`src/rtl/gci_irq_arbiter_n_pkg.sv`:
```
// Shared types and mode encodings for the GCI interrupt arbiter.
// Control entries are {mask, valid, mode}; mode[1] is reserved but kept.
package gci_irq_arbiter_n_pkg;

    localparam logic [1:0] IRQ_MODE_LEVEL = 2'h0;
    localparam logic [1:0] IRQ_MODE_EDGE  = 2'h1;

    typedef struct packed {
        logic       mask;
        logic       valid;
        logic [1:0] mode;
    } irq_ctrl_t;

    function automatic logic isEdgeMode(input irq_ctrl_t entry);
        return entry.mode[0] == IRQ_MODE_EDGE[0];
    endfunction

    // An entry that was never validated leaves its node permanently enabled.
    function automatic logic isEnabled(input irq_ctrl_t entry);
        return !entry.valid || entry.mask;
    endfunction

endpackage

```
`src/rtl/gci_irq_arbiter_n_if.sv`:
```
// CPU-side bus of the arbiter: control-memory write port and IRQ-number queue port.
interface gci_irq_arbiter_n_if #(
    parameter int P_ENTRY_W = 5,
    parameter int P_NUM_W   = 6
) ();
    logic                 irqCtrlReq;
    logic [P_ENTRY_W-1:0] irqCtrlEntry;
    logic                 irqCtrlInfoMask;
    logic                 irqCtrlInfoValid;
    logic [1:0]           irqCtrlInfoMode;
    logic                 irqEmpty;
    logic                 irqValid;
    logic [P_NUM_W-1:0]   irqNum;
    logic                 irqAck;

    modport master (
        output irqCtrlReq, irqCtrlEntry, irqCtrlInfoMask, irqCtrlInfoValid, irqCtrlInfoMode, irqAck,
        input  irqEmpty, irqValid, irqNum
    );

    modport slave (
        input  irqCtrlReq, irqCtrlEntry, irqCtrlInfoMask, irqCtrlInfoValid, irqCtrlInfoMode, irqAck,
        output irqEmpty, irqValid, irqNum
    );
endinterface

```
`src/rtl/gci_irq_arbiter_n_queue.sv`:
```
// Synchronous FIFO of granted IRQ numbers; power-of-two depth so pointers wrap naturally.
module gci_irq_arbiter_n_queue #(
    parameter int P_WIDTH = 6,
    parameter int P_DEPTH = 4
) (
    input  logic                       iCLOCK,
    input  logic                       inRESET,
    input  logic                       iPUSH,
    input  logic [P_WIDTH-1:0]         iDATA,
    input  logic                       iPOP,
    output logic [P_WIDTH-1:0]         oDATA,
    output logic                       oFULL,
    output logic                       oEMPTY,
    output logic [$clog2(P_DEPTH):0]   oCOUNT
);
    localparam int PTR_W = $clog2(P_DEPTH);

    logic [P_DEPTH-1:0][P_WIDTH-1:0] mem_r;
    logic [PTR_W-1:0]                wrPtr_r;
    logic [PTR_W-1:0]                rdPtr_r;
    logic [PTR_W:0]                  count_r;
    logic                            doPush_s;
    logic                            doPop_s;

    // A full queue refuses a push even when a pop happens in the same cycle.
    assign oFULL    = (count_r == (PTR_W+1)'(P_DEPTH));
    assign oEMPTY   = (count_r == '0);
    assign oCOUNT   = count_r;
    assign doPush_s = iPUSH && !oFULL;
    assign doPop_s  = iPOP && !oEMPTY;
    assign oDATA    = oEMPTY ? '0 : mem_r[rdPtr_r];

    // Storage, pointers and occupancy count.
    always_ff @(posedge iCLOCK or negedge inRESET) begin
        if (!inRESET) begin
            mem_r   <= '0;
            wrPtr_r <= '0;
            rdPtr_r <= '0;
            count_r <= '0;
        end else begin
            if (doPush_s) begin
                mem_r[wrPtr_r] <= iDATA;
                wrPtr_r        <= wrPtr_r + PTR_W'(1);
            end
            if (doPop_s) begin
                rdPtr_r <= rdPtr_r + PTR_W'(1);
            end
            case ({doPush_s, doPop_s})
                2'b10:   count_r <= count_r + (PTR_W+1)'(1);
                2'b01:   count_r <= count_r - (PTR_W+1)'(1);
                default: count_r <= count_r;
            endcase
        end
    end

endmodule

```
`src/rtl/gci_irq_arbiter_n.sv`:
```
// N-node interrupt arbiter: per-node level/edge trigger with enable mask, highest
// priority wins (lowest index on ties), winner index+1 queued for the CPU.
module gci_irq_arbiter_n
    import gci_irq_arbiter_n_pkg::*;
#(
    parameter int P_NODE_NUM    = 4,
    parameter int P_PRI_W       = 8,
    parameter int P_ENTRY_NUM   = 32,
    parameter int P_ENTRY_W     = 5,
    parameter int P_QUEUE_DEPTH = 4,
    parameter int P_NUM_W       = 6
) (
    input  logic                          iCLOCK,
    input  logic                          inRESET,
    gci_irq_arbiter_n_if.slave            bus,
    input  logic                          iNODEINF_VALID,
    input  logic [P_NODE_NUM*P_PRI_W-1:0] iNODE_PRIORITY,
    output logic                          oNODE_IRQ_BUSY,
    input  logic [P_NODE_NUM-1:0]         iNODE_IRQ,
    output logic [P_NODE_NUM-1:0]         oNODE_ACK
);
    irq_ctrl_t [P_ENTRY_NUM-1:0]      ctrlMem_r;
    logic [P_NODE_NUM-1:0]            pend_r;
    logic [P_NODE_NUM-1:0]            prevIrq_r;
    logic [P_NODE_NUM-1:0]            req_s;
    logic [P_NODE_NUM-1:0]            cand_s;
    logic [P_NODE_NUM-1:0]            beats_s;
    logic                             anyCand_s;
    logic [P_NUM_W-1:0]               winIdx_s;
    logic [P_PRI_W-1:0]               winPri_s;
    logic                             grant_s;
    logic                             qFull_s;
    logic                             qEmpty_s;
    logic                             qPop_s;
    logic [P_NUM_W-1:0]               qData_s;
    logic [$clog2(P_QUEUE_DEPTH):0]   qCount_s;
    logic                             unusedBits_s;

    // Control memory; arbitration in the write cycle still sees the old entry.
    always_ff @(posedge iCLOCK or negedge inRESET) begin
        if (!inRESET) begin
            ctrlMem_r <= '0;
        end else if (bus.irqCtrlReq) begin
            ctrlMem_r[bus.irqCtrlEntry] <= '{mask:  bus.irqCtrlInfoMask,
                                             valid: bus.irqCtrlInfoValid,
                                             mode:  bus.irqCtrlInfoMode};
        end
    end

    // Edge capture: a new rising edge outranks the clear from a grant in the same cycle.
    always_ff @(posedge iCLOCK or negedge inRESET) begin
        if (!inRESET) begin
            pend_r    <= '0;
            prevIrq_r <= '0;
        end else begin
            prevIrq_r <= iNODE_IRQ;
            for (int i = 0; i < P_NODE_NUM; i++) begin
                if (bus.irqCtrlReq && (bus.irqCtrlEntry == P_ENTRY_W'(i)) && !bus.irqCtrlInfoMode[0]) begin
                    pend_r[i] <= 1'b0;
                end else if (isEdgeMode(ctrlMem_r[i])) begin
                    pend_r[i] <= (iNODE_IRQ[i] && !prevIrq_r[i]) || (pend_r[i] && !oNODE_ACK[i]);
                end else begin
                    pend_r[i] <= 1'b0;
                end
            end
        end
    end

    // Winner search: strict greater-than keeps the lowest index among equal priorities.
    always_comb begin
        req_s     = '0;
        cand_s    = '0;
        beats_s   = '0;
        anyCand_s = 1'b0;
        winIdx_s  = '0;
        winPri_s  = '0;
        for (int i = 0; i < P_NODE_NUM; i++) begin
            req_s[i]   = isEdgeMode(ctrlMem_r[i]) ? pend_r[i] : iNODE_IRQ[i];
            cand_s[i]  = req_s[i] && isEnabled(ctrlMem_r[i]);
            beats_s[i] = cand_s[i] && (!anyCand_s || (iNODE_PRIORITY[i*P_PRI_W +: P_PRI_W] > winPri_s));
            winIdx_s   = beats_s[i] ? P_NUM_W'(i) : winIdx_s;
            winPri_s   = beats_s[i] ? iNODE_PRIORITY[i*P_PRI_W +: P_PRI_W] : winPri_s;
            anyCand_s  = anyCand_s || beats_s[i];
        end
    end

    assign oNODE_IRQ_BUSY = !iNODEINF_VALID || qFull_s;
    assign grant_s        = anyCand_s && !oNODE_IRQ_BUSY;

    // One-hot grant pulse towards the winning node.
    always_comb begin
        oNODE_ACK = '0;
        for (int i = 0; i < P_NODE_NUM; i++) begin
            oNODE_ACK[i] = grant_s && (winIdx_s == P_NUM_W'(i));
        end
    end

    assign bus.irqEmpty = qEmpty_s;
    assign bus.irqValid = !qEmpty_s && iNODEINF_VALID;
    assign bus.irqNum   = qData_s;
    assign qPop_s       = bus.irqAck && bus.irqValid;
    assign unusedBits_s = ^{qCount_s, ctrlMem_r};

    gci_irq_arbiter_n_queue #(
        .P_WIDTH (P_NUM_W),
        .P_DEPTH (P_QUEUE_DEPTH)
    ) uQueue (
        .iCLOCK  (iCLOCK),
        .inRESET (inRESET),
        .iPUSH   (grant_s),
        .iDATA   (winIdx_s + P_NUM_W'(1)),
        .iPOP    (qPop_s),
        .oDATA   (qData_s),
        .oFULL   (qFull_s),
        .oEMPTY  (qEmpty_s),
        .oCOUNT  (qCount_s)
    );

endmodule

```
`src/flat_wrapper.sv`:
```
// flat-port wrapper written by rule: the top's interface ports become plain ports
module gci_irq_arbiter_n_flat import gci_irq_arbiter_n_pkg::*;
#(
    parameter int P_NODE_NUM    = 4,
    parameter int P_PRI_W       = 8,
    parameter int P_ENTRY_NUM   = 32,
    parameter int P_ENTRY_W     = 5,
    parameter int P_QUEUE_DEPTH = 4,
    parameter int P_NUM_W       = 6
)
  (iCLOCK, inRESET, iNODEINF_VALID, iNODE_PRIORITY, oNODE_IRQ_BUSY, iNODE_IRQ, oNODE_ACK, bus_irqCtrlReq, bus_irqCtrlEntry, bus_irqCtrlInfoMask, bus_irqCtrlInfoValid, bus_irqCtrlInfoMode, bus_irqAck, bus_irqEmpty, bus_irqValid, bus_irqNum);
  gci_irq_arbiter_n_if #(.P_ENTRY_W(P_ENTRY_W), .P_NUM_W(P_NUM_W)) bus_i ();
  input  logic iCLOCK;
  input  logic inRESET;
  input  logic iNODEINF_VALID;
  input  logic [P_NODE_NUM*P_PRI_W-1:0] iNODE_PRIORITY;
  output logic oNODE_IRQ_BUSY;
  input  logic [P_NODE_NUM-1:0] iNODE_IRQ;
  output logic [P_NODE_NUM-1:0] oNODE_ACK;
  input wire logic [$bits(bus_i.irqCtrlReq)-1:0] bus_irqCtrlReq;
  input wire logic [$bits(bus_i.irqCtrlEntry)-1:0] bus_irqCtrlEntry;
  input wire logic [$bits(bus_i.irqCtrlInfoMask)-1:0] bus_irqCtrlInfoMask;
  input wire logic [$bits(bus_i.irqCtrlInfoValid)-1:0] bus_irqCtrlInfoValid;
  input wire logic [$bits(bus_i.irqCtrlInfoMode)-1:0] bus_irqCtrlInfoMode;
  input wire logic [$bits(bus_i.irqAck)-1:0] bus_irqAck;
  output wire logic [$bits(bus_i.irqEmpty)-1:0] bus_irqEmpty;
  output wire logic [$bits(bus_i.irqValid)-1:0] bus_irqValid;
  output wire logic [$bits(bus_i.irqNum)-1:0] bus_irqNum;
  assign bus_i.irqCtrlReq = bus_irqCtrlReq;
  assign bus_i.irqCtrlEntry = bus_irqCtrlEntry;
  assign bus_i.irqCtrlInfoMask = bus_irqCtrlInfoMask;
  assign bus_i.irqCtrlInfoValid = bus_irqCtrlInfoValid;
  assign bus_i.irqCtrlInfoMode = bus_irqCtrlInfoMode;
  assign bus_i.irqAck = bus_irqAck;
  assign bus_irqEmpty = bus_i.irqEmpty;
  assign bus_irqValid = bus_i.irqValid;
  assign bus_irqNum = bus_i.irqNum;
  gci_irq_arbiter_n #(.P_NODE_NUM(P_NODE_NUM), .P_PRI_W(P_PRI_W), .P_ENTRY_NUM(P_ENTRY_NUM), .P_ENTRY_W(P_ENTRY_W), .P_QUEUE_DEPTH(P_QUEUE_DEPTH), .P_NUM_W(P_NUM_W)) u_core (.iCLOCK(iCLOCK), .inRESET(inRESET), .bus(bus_i), .iNODEINF_VALID(iNODEINF_VALID), .iNODE_PRIORITY(iNODE_PRIORITY), .oNODE_IRQ_BUSY(oNODE_IRQ_BUSY), .iNODE_IRQ(iNODE_IRQ), .oNODE_ACK(oNODE_ACK));
endmodule
```
`config.mk`:
```
export PLATFORM = sky130hd
export DESIGN_NAME = gci_irq_arbiter_n_flat
export DESIGN_NICKNAME = d
export VERILOG_FILES = /design/src/rtl/gci_irq_arbiter_n_pkg.sv /design/src/rtl/gci_irq_arbiter_n_if.sv /design/src/rtl/gci_irq_arbiter_n_queue.sv /design/src/rtl/gci_irq_arbiter_n.sv /design/src/flat_wrapper.sv
export SDC_FILE = /design/constraint.sdc
export NUM_CORES = 1
export LEC_CHECK = 0
export ABC_AREA = 1
export CAP_MARGIN = 15
export CORE_ASPECT_RATIO = 1.1
export CORE_MARGIN = 3
export CORE_UTILIZATION = 56
export CTS_CLUSTER_SIZE = 20
export DETAILED_ROUTE_END_ITERATION = 8
export GPL_TIMING_DRIVEN = 0
export MAX_ROUTING_LAYER = met4
export PLACE_DENSITY_LB_ADDON = 0.3
export SYNTH_ARGS = -nofsm -noshare
export SYNTH_HDL_FRONTEND = slang
export SYNTH_SLANG_ARGS = --single-unit
export TNS_END_PERCENT = 5
```
`constraint.sdc`:
```
create_clock -name iCLOCK -period 10.9 [get_ports iCLOCK]
set_input_delay 1.09 -clock iCLOCK [delete_from_list [all_inputs] [get_ports iCLOCK]]
set_output_delay 1.09 -clock iCLOCK [all_outputs]
set_load 0.05 [all_outputs]
```
# Yosys cells after proc, flatten, opt, wreduce, memory -nomap -nowiden
# Index checks and enable logic that the tools add are counted.
totals:
  ff_bits: 167
  latch_bits: 0
  ram_bits: 0
  romBits: 0
  inputBits: 50
  out_inout_bits: 13
  n_memories: 0
classes:
  n_addsub: 5
  multipliers: 0
  n_div: 0
  order_cmp: 8
  n_eq_ne: 9
  shifts: 0
  n_mux: 28
  bitwise: 0
  reduce_logical: 73
op_table:
  columns: ["op", "n"]
  rows:
  - ["$bwmux W128", 1]
  - ["$logic_and A1 B1 Y1", 34]
  - ["$mux W6", 5]
  - ["$bwmux W24", 1]
  - ["$gt A8 B8 Y1", 3]
  - ["$mux W8", 3]
  - ["$demux W4 S5", 1]
  - ["$logic_not A1 Y1", 20]
  - ["$logic_or A1 B1 Y1", 15]
  - ["$mux W1", 13]
  - ["$bmux W6 S2", 1]
  - ["$demux W6 S2", 1]
  - ["$eq A6 B2 Y1 const B", 2]
  - ["$eq A5 B2 Y1 const B", 2]
  - ["$add A6 B1 Y6 const B", 1]
  - ["$eq A6 B1 Y1 const B", 1]
  - ["$logic_not A6 Y1", 1]
  - ["$lt A2 B3 Y1 const B", 2]
  - ["$lt A5 B6 Y1 const B", 1]
  - ["$pmux W3 S2", 1]
  - ["$eq A5 B1 Y1 const B", 1]
  - ["$ge A5 B1 Y1 const B", 1]
  - ["$logic_not A5 Y1", 1]
  - ["$add A2 B1 Y2 const B", 2]
  - ["9 further kinds", 9]

# Logic depth before layout (Yosys ltp)
logic_depth:
  word_depth: 23
  ltp_mapped: 49

# Cells and area by module
# From an unflattened synthesis, not the netlist that was laid out.
hier_totals:
  cells_unflattened: 493
  area_unflattened_um2: 3668.5
by_module_without_submodules:
  columns: ["mod", "instances", "cells_each", "area_each_um2", "seq_area_each_um2"]
  rows:
  - ["gci_irq_arbiter_n", 1, 267, 1954.4, 500.5]
  - ["gci_irq_arbiter_n_queue", 1, 226, 1714.1, 775.7]

# Worst setup path after synthesis
# No wires, ideal clock.
synth_path:
  path_kind: "input -> output"
  startpoint: "input port iNODE_IRQ[0]"
  endpoint: "output port oNODE_ACK[3]"
  t_arrival_ps: 5403
  path_slack_ps: 4407
  path_stages: 37
  path_cell_list: "nand2_2 -> nand2_2 -> o21ai_4 -> nor2_1 -> inv_1 -> ha_1 -> a21o_1 -> nor2_1 -> nand2_1 -> nand2_1 -> nand2_2 -> nand2_2 -> nand2_1 -> and2_1 -> ha_1 -> nand2_1 -> nor2_1 -> nand2_1 -> nand2_1 -> nand2_1 -> nand2_1 -> nand2_2 -> buf_6 -> nand3_1 -> nand2_1 -> ha_1 -> nand2_1 -> o21ai_0 -> nand2_1 -> nand2_1 -> nand2_1 -> nand2_1 -> nand2_1 -> nand2_1 -> ha_1 -> inv_1 -> nor2_1"
synth_via:
  elab_chain_len: 17
  elab_cells_between_ends: 26
  classes_between: "order compare (3); eq/ne (1); mux (7); reduce/logical (15)"
synth_rtl:
  columns: ["element", "line_no", "source"]
  rows:
  - ["start, declared", "flat_wrapper.sv:18", "input logic [P_NODE_NUM-1:0] iNODE_IRQ;"]
  - ["$mux W1 (*)", "gci_irq_arbiter_n.sv:78", "req_s[i] = isEdgeMode(ctrlMem_r[i]) ? pend_r[i] : iNODE_IRQ[i];"]
  - ["$logic_and A1 B1 Y1 (*)", "gci_irq_arbiter_n.sv:79", "cand_s[i] = req_s[i] && isEnabled(ctrlMem_r[i]);"]
  - ["$mux W8", "gci_irq_arbiter_n.sv:82", "winPri_s = beats_s[i] ? iNODE_PRIORITY[i*P_PRI_W +: P_PRI_W] : winPri_s;"]
  - ["$gt A8 B8 Y1", "gci_irq_arbiter_n.sv:80", "beats_s[i] = cand_s[i] && (!anyCand_s || (iNODE_PRIORITY[i*P_PRI_W +: P_PRI_W] > winPri_s));"]
  - ["$logic_or A1 B1 Y1", "gci_irq_arbiter_n.sv:80", null]
  - ["$logic_and A1 B1 Y1", "gci_irq_arbiter_n.sv:80", null]
  - ["$mux W8 or $logic_or A1 B1 Y1 (tied branches)", "gci_irq_arbiter_n.sv:82, gci_irq_arbiter_n.sv:83", null]
  - ["$gt A8 B8 Y1 or $logic_not A1 Y1 (tied branches)", "gci_irq_arbiter_n.sv:80", null]
  - ["$logic_or A1 B1 Y1", "gci_irq_arbiter_n.sv:80", null]
  - ["$logic_and A1 B1 Y1", "gci_irq_arbiter_n.sv:80", null]
  - ["$mux W8 or $logic_or A1 B1 Y1 (tied branches)", "gci_irq_arbiter_n.sv:82, gci_irq_arbiter_n.sv:83", null]
  - ["$gt A8 B8 Y1 or $logic_not A1 Y1 (tied branches)", "gci_irq_arbiter_n.sv:80", null]
  - ["$logic_or A1 B1 Y1", "gci_irq_arbiter_n.sv:80", null]
  - ["$logic_and A1 B1 Y1", "gci_irq_arbiter_n.sv:80", null]
  - ["$mux W6 or $logic_or A1 B1 Y1 (tied branches)", "gci_irq_arbiter_n.sv:81, gci_irq_arbiter_n.sv:83", null]
  - ["$eq A6 B2 Y1 or $logic_and A1 B1 Y1 (tied branches)", "gci_irq_arbiter_n.sv:94, gci_irq_arbiter_n.sv:88", null]
  - ["$logic_and A1 B1 Y1 (*)", "gci_irq_arbiter_n.sv:94", "oNODE_ACK[i] = grant_s && (winIdx_s == P_NUM_W'(i));"]
  - ["end, declared", "flat_wrapper.sv:19", "output logic [P_NODE_NUM-1:0] oNODE_ACK;"]
# Mark *: on every way between the ends. The rest lies on a longest branch, timed or not.

# Worst setup path after layout
# Ends and elaborated chain as after synthesis.

==> results.json <==
{
  "setup_tns_ps": 0,
  "syn_area_mm2": 0.003077,
  "gp_congestion": 0.8497,
  "io_pins": 63,
  "first_iter_violations": 128,
  "num-nets-final": 554,
  "cts-root-buf": "clkbuf_8",
  "grt_first_pass_wirelength_mm": 11.56,
  "leakagePower_nw": 1.925,
  "tritoncts": "done",
  "clock_latency_ps": 290,
  "port_buffers": 58,
  "cts_inserted_buffers": 5,
  "crit_type": "in2out",
  "drt_pass1_iterations": 6,
  "slowest_stage": "clkdlybuf4s50_1",
  "layout-drive-gt1-share_pct": 11.89,
  "grt_start_max_net_pins": 40,
  "p_per_area_mw_per_mm2": 184.8,
  "crit_arrival_ps": 6980,
  "start_util_pct": 59.53,
  "critical_path.most_common_cell": "nand2_1",
  "drc": 0,
  "setup_viol": 0,
  "end_kind": "output pin",
  "post-cts-setup-buffers": 0,
  "fin_skew_ps": 8.255,
  "fin_crit_ps": 8074,
  "final_hold_viol_count": 0,
  "grt_pass1_vias": 2734,
  "relSlewSlack_pct": 42.09,
  "cts_max_path_buffers": 2,
  "synth_seq_cells": 39,
  "die_x_um": 76.67,
  "hp-class": "reg2reg",
  "wirelength_mm": 6.517,
  "cts_resized": 0,
  "clock.fmax_ghz": 0.1238,
  "postRouteAntennaNets": 0,
  "synth_edf_count": 0,
  "diodes": 0,
  "ys.flop_type": "dfrtp_1",
  "peakVddDrop_mv": 0.1507,
  "crit_path_start_kind": "input pin",
  "syn_inst": 403,
  "period_share_pct": 74.08,
  "die_area_mm2": 0.006420,
  "status": "completed",
  "rsz0062_at_grt": "no",
  "vias": 2717,
  "placed_cells": 535,
  "track_usage_pct": 22.26,
  "synthArstFlopShare_pct": 100.0,
  "viasPerCell": 5.004,
  "required_ps": 9810,
  "ctsHtreeMaxLevel": 2,
  "ctsHoldBuffers": 0,
  "stdcell_count": 543,
  "die_h_um": 83.74,
  "wire_per_inst_um": 12.00,
  "overflow": 0,
  "ys_types": 35,
  "place_hpwl_mm": 5.393,
  "area_growth_pct": 24.64,
  "worst_pin_slew_ps": 868.7,
  "crit_path_max_incr_delay_ps": 810,
  "antenna_found_initial": 0,
  "clkSlewWorstSetupHoldPaths_ps": 80,
  "avgSynthCellArea_um2": 7.634,
  "yosys_warnings": 0,
  "drv_cap": 0,
  "drv_slew": 0,
  "yosysSeqAreaShare_pct": 31.72,
  "rows": 27,
  "coreArea_mm2": 0.005169,
  "cp_max_fo": 10,
  "cts_sinks": 39
}
[Yosys cell counts, types with 3 or more instances]
master	instances	share of area [%]
or2_1	8	1.6
ha_1	33	13
nand2_1	87	11
nand2_2	8	1.6
a21oi_2	4	1.1
inv_2	6	0.73
dfrtp_1	39	32
nand4_1	3	0.61
o21ai_2	10	2.8
inv_1	67	8.2
o21ai_1	3	0.49
or2_2	3	0.61
nand3_1	22	3.6
o21ai_0	27	4.4
nor2_1	26	3.2
xor2_1	4	1.1
a21oi_1	20	3.3
and2_1	8	1.6
buf_4	3	0.73
[worst max-delay path: cells and delay by family]
family	cells	cell delay, ps
AND/OR/NAND/NOR	28	2820
adder cells (fa/ha/maj)	4	1120
buffers and inverters	5	1670
AO/OA/AOI/OAI	2	290
[report_power, final]
| part | internal, mW | switching, mW | total [mW] |
|---|---|---|---|
| registers | 0.189 | 0.0279 | 0.216 |
| clock network | 0.0447 | 0.0496 | 0.0942 |
| logic | 0.148 | 0.250 | 0.398 |
[through the flow]
step           hold WS [ps]  total power [mW]  area, um2  utilization (%)  setup slack [ps]
5_1_grt               507.3            0.7698       3835            74.20              2246
4_1_cts               482.3            0.7138       3835            74.20              2835
3_5_place_dp          461.8            0.6169       3750            72.55              2869
2_1_floorplan         443.6            0.5039       3084                -              4407
3_3_place_gp          461.4            0.6005       3755            72.65              3052
6_report              482.6            0.7088       3835            74.20              2826
[cells in the final DEF (no fill, tap or decap), drive strengths merged, types with 7 or more instances in the layout]
master	synthesis	layout
nand2	97	97
inv	73	73
clkdlybuf4s50	0	57
o21ai	41	41
dfrtp	39	39
ha	33	33
nor2	29	29
a21oi	24	24
nand3	23	23
or2	11	11
and2	8	8
buf	6	7
[registers in the layout, indices dropped and copies added (netlist names)]
| register | flops |
|---|---|
| u_core.pend_r | 4 |
| u_core.uQueue.mem_r | 12 |
| u_core.uQueue.rdPtr_r | 2 |
| u_core.uQueue.oCOUNT | 3 |
| u_core.uQueue.wrPtr_r | 2 |
| u_core.prevIrq_r | 4 |
| u_core.ctrlMem_r | 12 |
[worst paths after layout]
check / from / to / slack [ps] / cells after the start
worst max-delay path: iNODE_IRQ[0] / oNODE_ACK[3] / 2830 / 39
worst min-delay path: u_core.uQueue.mem_r[19] / u_core.uQueue.mem_r[19] / 480 / 2
worst max register to register: u_core.ctrlMem_r[0] / u_core.pend_r[3] / 5670 / 39
worst min register to register: u_core.uQueue.mem_r[19] / u_core.uQueue.mem_r[19] / 480 / 2
max in group asynchronous: inRESET / u_core.ctrlMem_r[15] / 9440 / 1
min in group asynchronous: inRESET / u_core.uQueue.rdPtr_r[1] / 900 / 1
[cell families (layout without fill, tap and decap cells)]
family | count (synthesis) | count (layout) | synth area share [%]
xor+xnor | 5 | 5 | 1.423
fa+ha+maj | 34 | 34 | 14.07
buf+inv | 80 | 146 | 11.14
compound gates | 69 | 69 | 13.62
other cells | 1 | 3 | 0.1219
flops | 39 | 39 | 31.72
simple gates | 175 | 175 | 27.90
[per-layer routing]
metal / wire, um / global-route usage (%) / vias to the layer above
met3: 302 / 4.644 / 7
met4: 88 / 5.931 / 0
li1: - / - / 1410
met5: 0 / - / -
met2: 3291 / 40.02 / 79
met1: 2834 / 24.88 / 1221
[layout make-up]
| cell class | instances | area (um2) |
|---|---|---|
| Fill cell | 410 | 1334 |
| Buffer | 6 | 65.06 |
| Multi-Input combinational cell | 286 | 1765 |
| Clock buffer | 6 | 72.57 |
| Inverter | 74 | 277.8 |
| Clock inverter | 2 | 12.51 |
| Sequential cell | 39 | 975.9 |
| Timing Repair Buffer | 58 | 575.6 |
| Tap cell | 72 | 90.09 |
Note: power is estimated with default switching activity, not from simulation.
==> patch 1: new RTL, same flow settings <==
`P_NUM_W` is set to 6 in 3 places; all go to 4.
--- a/src/rtl/gci_irq_arbiter_n_if.sv
+++ b/src/rtl/gci_irq_arbiter_n_if.sv
@@ -3,3 +3,3 @@
     parameter int P_ENTRY_W = 5,
-    parameter int P_NUM_W   = 6
+    parameter int P_NUM_W   = 4
 ) ();
--- a/src/rtl/gci_irq_arbiter_n.sv
+++ b/src/rtl/gci_irq_arbiter_n.sv
@@ -10,3 +10,3 @@
     parameter int P_QUEUE_DEPTH = 4,
-    parameter int P_NUM_W       = 6
+    parameter int P_NUM_W       = 4
 ) (
--- a/src/flat_wrapper.sv
+++ b/src/flat_wrapper.sv
@@ -8,3 +8,3 @@
     parameter int P_QUEUE_DEPTH = 4,
-    parameter int P_NUM_W       = 6
+    parameter int P_NUM_W       = 4
 )
Interface: changed (resized bus_irqNum); port bits go from 63 to 61. No check against the original RTL was run, so the function may have changed too.
==> patch 1 against the unedited design <==
Non-clock buffer count decreased by 3. Area after synthesis decreased by 2.8%. Total power increased by 1.9%. Largest power group unchanged. Critical endpoint unchanged. Maximum frequency increased by 1.9%. Cell area decreased by 2.2%. Combinational power decreased by 4%. Routed wire length decreased by 3.9%. Worst setup slack improved by 150 ps. Cell count decreased by 3.5%. Sequential cell count unchanged. Sequential share of layout area increased by 0.57 points. Highest routed layer unchanged. Via count decreased by 1.3%.
==> patch 1: results (changes against the unedited design) <==
Route:
- The total number of vias is 2,682 (-1.3%).
- The first-iteration detailed-routing DRC count is 108 (-16%).
- The detailed route wirelength on metal2 is 3.12 mm (-5.2%).
- The number of detailed-routing iterations run before antenna repair is 4 (-2).
- The average detailed-routed wire length per instance came to 11.9 um (-0.46%).
- The met3 layer wire length in the routed design came to 269 um (-11%).
- The routed metal-1 wire length is 2.76 mm (-2.7%).

Final layout:
- The layout net count is 549 (-0.90%).

Global route:
- The overall fraction of global-route tracks in use is 0.218 (-0.00478).
- The met3 usage in global routing came to 0.0339 (-0.0125).
- The met2 demand-to-capacity share in global routing is 0.378 (-0.0219).
- The met1 demand-to-capacity share in global routing came to 0.249 (about the same).
- The via count of the first global-routing pass was 2,491 (-8.9%).

Place:
- The detailed placement HPWL is 5.13 mm (-4.9%).
- The final weighted congestion in routability-driven placement is 0.859 (+1.1%).

Synth:
- Ranked by instance count, the synthesized netlist is headed by sky130_fd_sc_hd__nand2_1, sky130_fd_sc_hd__inv_1, sky130_fd_sc_hd__dfrtp_1, sky130_fd_sc_hd__ha_1, sky130_fd_sc_hd__o21ai_0.
- Ranked by total cell area, the synthesized netlist is headed by sky130_fd_sc_hd__dfrtp_1, sky130_fd_sc_hd__ha_1, sky130_fd_sc_hd__nand2_1.
- The count of distinct cell types in the synthesized netlist is 36 (+2.9%).

Power:
- The largest voltage drop on the vdd net came to 0.147 mV (-2.6%).
- The reported leakage power is 1.89 nW (-1.9%).
- The internal power consumption came to 0.000403 W (+5.6%).

Run status:
- The run finished with clean final reports.

Setup path:
- The length in cells of the worst reg-to-reg path is 40 (+2.6%).
- The data arrival time at the worst-slack endpoint came to 6840 ps (-140 ps).

Timing:
- The worst clock skew on the final layout is 5.13 ps (-3.13 ps).
[patch 1: changes by cell type in the layout (fill, tap and decap cells not counted), sizes merged]
cell      change
buf           -3
bufinv        +1
clkbuf        -1
clkinv        +1
clkinvlp      -1
conb          -2
inv           +1
nand2         +1
o21ai         -2
[patch 1: kinds of logic (layout without fill, tap and decap cells)]
| kind of cell | count (synthesis) | in the layout | share of synthesized area |
|---|---|---|---|
| flops | 39 | 39 | 0.326 |
| buf+inv | 78 | 144 | 0.107 |
| fa+ha+maj | 34 | 34 | 0.145 |
| compound gates | 67 | 67 | 0.122 |
| simple gates | 176 | 176 | 0.282 |
| other cells | 1 | 1 | 0.00125 |
| xor+xnor | 5 | 5 | 0.0172 |
[patch 1: stage by stage]
stage / worst slack [ps] / hold WS (ps) / total power (W) / area [um2] / instances
finish: 2970 / 482 / 0.000722 / 3750 / 524
floorplan: 4430 / 437 / 0.000494 / 2990 / 400
CTS: 2950 / 481 / 0.000729 / 3750 / 524
global placement: 3120 / 459 / 0.000590 / 3640 / 516
detailed placement: 2970 / 461 / 0.000603 / 3640 / 516
global route: 2450 / 508 / 0.000780 / 3750 / 524
[patch 1: critical path, delay by kind of cell]
kind,cells,cell delay (ps)
buffers and inverters,5,1670
AOI/OAI and AO/OA,2,240
adders and majority gates,4,1090
and+or+nand+nor,29,2720
[patch 1: area by class of cell]
class                   count  area share
multi-input cells         283       0.452
flip-flops and latches     39       0.260
repair buffers             58       0.153
inverters                  75      0.0750
well taps                  58      0.0193
clock buffers               5      0.0183
clock inverters             3      0.0117
plain buffers               3      0.0103
[patch 1: power by group through the flow]
stage                     sequential, W  combinational, W  clock [W]
after global routing           0.000222          0.000429   0.000129
after CTS                      0.000216          0.000387   0.000125
after detailed placement       0.000219          0.000384          0
after floorplan                0.000212          0.000282          0
final                          0.000217          0.000384   0.000122
after global placement         0.000217          0.000373          0
[patch 1: worst min path at each step]
stage	start	endpoint	depth (start not counted)
after floorplan	u_core.uQueue.mem_r[13]$_DFFE_PN0P_	u_core.uQueue.mem_r[13]$_DFFE_PN0P_	2
final	u_core.uQueue.mem_r[13]$_DFFE_PN0P_	u_core.uQueue.mem_r[13]$_DFFE_PN0P_	2
after global routing	u_core.uQueue.mem_r[13]$_DFFE_PN0P_	u_core.uQueue.mem_r[13]$_DFFE_PN0P_	2
after global placement	u_core.uQueue.mem_r[13]$_DFFE_PN0P_	u_core.uQueue.mem_r[13]$_DFFE_PN0P_	2
after CTS	u_core.uQueue.mem_r[13]$_DFFE_PN0P_	u_core.uQueue.mem_r[13]$_DFFE_PN0P_	2
after detailed placement	u_core.uQueue.mem_r[13]$_DFFE_PN0P_	u_core.uQueue.mem_r[13]$_DFFE_PN0P_	2
==> patch 2: new RTL, config.mk and constraints unchanged <==
Without the edit above. Register the output `oNODE_IRQ_BUSY`, without a reset; this adds one clock of latency there. The other outputs are not delayed to match.
--- a/src/rtl/gci_irq_arbiter_n.sv
+++ b/src/rtl/gci_irq_arbiter_n.sv
@@ -21,2 +21,4 @@
 );
+
+    logic oNODE_IRQ_BUSY_d;
     irq_ctrl_t [P_ENTRY_NUM-1:0]      ctrlMem_r;
@@ -86,4 +88,4 @@
 
-    assign oNODE_IRQ_BUSY = !iNODEINF_VALID || qFull_s;
-    assign grant_s        = anyCand_s && !oNODE_IRQ_BUSY;
+    assign oNODE_IRQ_BUSY_d = !iNODEINF_VALID || qFull_s;
+    assign grant_s        = anyCand_s && !oNODE_IRQ_BUSY_d;
 
@@ -118,2 +120,6 @@
 
+    always_ff @(posedge iCLOCK) begin
+        oNODE_IRQ_BUSY <= oNODE_IRQ_BUSY_d;
+    end
+
 endmodule
Behaviour: not the same (a bounded check fails within 4 cycles, from zero or initial values and one cycle with inRESET low).
==> patch 2 against the unedited design <==
Sequential share of layout area grew 0.54 points. Cell area is essentially flat. Worst setup slack gained 170 ps. Via count grew 0.18%. Sequential cell count grew 1. Total power grew 6.9%. Sequential power grew 2%. Routed wire length grew 0.66%. Area after synthesis shrank 1.1%. Critical path type unchanged.
==> patch 2: results (changes against the unedited design) <==
Synth:
- By area the synthesized netlist is led by sky130_fd_sc_hd__dfrtp_1, sky130_fd_sc_hd__ha_1, sky130_fd_sc_hd__nand2_1.
- The proportion of synthesized chip area in sequential cells is 0.327 (+0.00997).
- After synthesis, the most frequently instantiated cells are sky130_fd_sc_hd__nand2_1, sky130_fd_sc_hd__inv_1, sky130_fd_sc_hd__dfrtp_1, sky130_fd_sc_hd__ha_1, sky130_fd_sc_hd__o21ai_0.
- The fraction of synthesized cell area in xor and xnor cells is 0.0169 (+0.00262).
- The share of synthesized flip-flops with an asynchronous set or reset is 0.975 (-0.0250).
- The adder-cell share of the synthesized area is 0.142 (+0.00150).

Setup path:
- The internal reg-to-reg setup slack is 5730 ps (+60 ps).
- In this run the worst setup path terminates at oNODE_ACK[1].
- The length in cells of the worst reg-to-reg path came to 38 (-2.6%).

Global route:
- The met1 demand-to-capacity share in global routing is 0.258 (+0.00900).
- The first-pass GRT wire length came to 11.6 mm (+0.54%).
- The met3 usage in global routing was 0.0521 (+0.00562).

Route:
- The total number of vias is 2,722 (+0.18%).
- The met3 layer wire length in the routed design is 313 um (+3.6%).
- The total wire length after detailed routing was 6.56 mm (+0.66%).
- The number of detailed-routing iterations run before antenna repair was 4 (-2).
- The first-iteration detailed-routing DRC count was 96 (-25%).
- The detailed route wirelength on metal2 is 3.22 mm (-2.3%).
- The routed metal-1 wire length is 2.85 mm (+0.71%).

Run status:
- The flow ran to the end, and the final reports show no timing, DRC or antenna violations.

Place:
- The final weighted congestion in routability-driven placement is 0.848 (-0.24%).
- The detailed placement HPWL was 5.25 mm (-2.7%).
- The instance area after placement is 3720 um2 (-0.87%).

Final layout:
- The share of post-route cells with drive strength above 1 is 0.115 (-0.00425).
- The final-layout fill cell count is 418 (+2.0%).

Power:
- The largest voltage drop on the vdd net came to 0.130 mV (-14%).
- The reported leakage power is 1.92 nW (-0.19%).

Clocking:
- The clock latency on the worst-skew pair was 310 ps (+20 ps).

Timing:
- The headroom to the max-slew limit came to 0.440 (+0.0195).
- The worst clock skew on the final layout is 7.59 ps (-0.669 ps).
## patch 2: cell count changes after synthesis, moves of 2 or more
cell / unedited run / this run
sky130_fd_sc_hd__a21oi_1: 20 / 23
sky130_fd_sc_hd__nand2_2: 8 / 4
sky130_fd_sc_hd__nor2_2: 0 / 4
sky130_fd_sc_hd__nor2_8: 2 / 0
sky130_fd_sc_hd__or2_2: 3 / 9
sky130_fd_sc_hd__or2_1: 8 / 1
sky130_fd_sc_hd__a21oi_2: 4 / 1
sky130_fd_sc_hd__o21ai_1: 3 / 9
sky130_fd_sc_hd__o21ai_2: 10 / 1
sky130_fd_sc_hd__nand2_4: 2 / 4
sky130_fd_sc_hd__nand2_1: 87 / 89
## patch 2: cell type report
class,count,area (um2),share of cell area
multi-input combinational,284,1710,0.447
sequential,40,996,0.260
timing repair buffer,58,576,0.150
inverter,76,288,0.0751
tap,72,90.1,0.0235
clock buffer,5,68.8,0.0180
buffer,5,53.8,0.0140
clock inverter,3,46.3,0.0121
## patch 2: worst min-delay path by stage
| stage | slack, ps | to | start | depth (start not counted) |
|---|---|---|---|---|
| after detailed placement | 460 | u_core.uQueue.mem_r[1]$_DFFE_PN0P_ | u_core.uQueue.mem_r[1]$_DFFE_PN0P_ | 2 |
| after floorplan | 440 | u_core.uQueue.mem_r[1]$_DFFE_PN0P_ | u_core.uQueue.mem_r[1]$_DFFE_PN0P_ | 2 |
| after global routing | 510 | u_core.uQueue.mem_r[18]$_DFFE_PN0P_ | u_core.uQueue.mem_r[18]$_DFFE_PN0P_ | 2 |
| after CTS | 480 | u_core.uQueue.mem_r[1]$_DFFE_PN0P_ | u_core.uQueue.mem_r[1]$_DFFE_PN0P_ | 2 |
| after global placement | 460 | u_core.uQueue.mem_r[1]$_DFFE_PN0P_ | u_core.uQueue.mem_r[1]$_DFFE_PN0P_ | 2 |
| final | 480 | u_core.uQueue.mem_r[1]$_DFFE_PN0P_ | u_core.uQueue.mem_r[1]$_DFFE_PN0P_ | 2 |
## patch 2: per-stage QoR
| stage | cells | util |
|---|---|---|
| final | 543 | 0.746 |
| after global routing | 543 | 0.746 |
| after CTS | 543 | 0.746 |
| after detailed placement | 535 | 0.724 |
| after global placement | 535 | 0.725 |
| after floorplan | 405 | - |
## patch 2: where the power goes
group	internal (W)	switching, W
clock	0.0000689	0.0000560
combinational	0.000155	0.000257
sequential	0.000193	0.0000280
## patch 2: critical path: cells and delay by family
kind / cells / cell delay, ps
AO/OA/AOI/OAI: 2 / 280
adder cells (fa/ha/maj): 4 / 1020
AND/OR/NAND/NOR: 27 / 2740
buffers and inverters: 6 / 1690
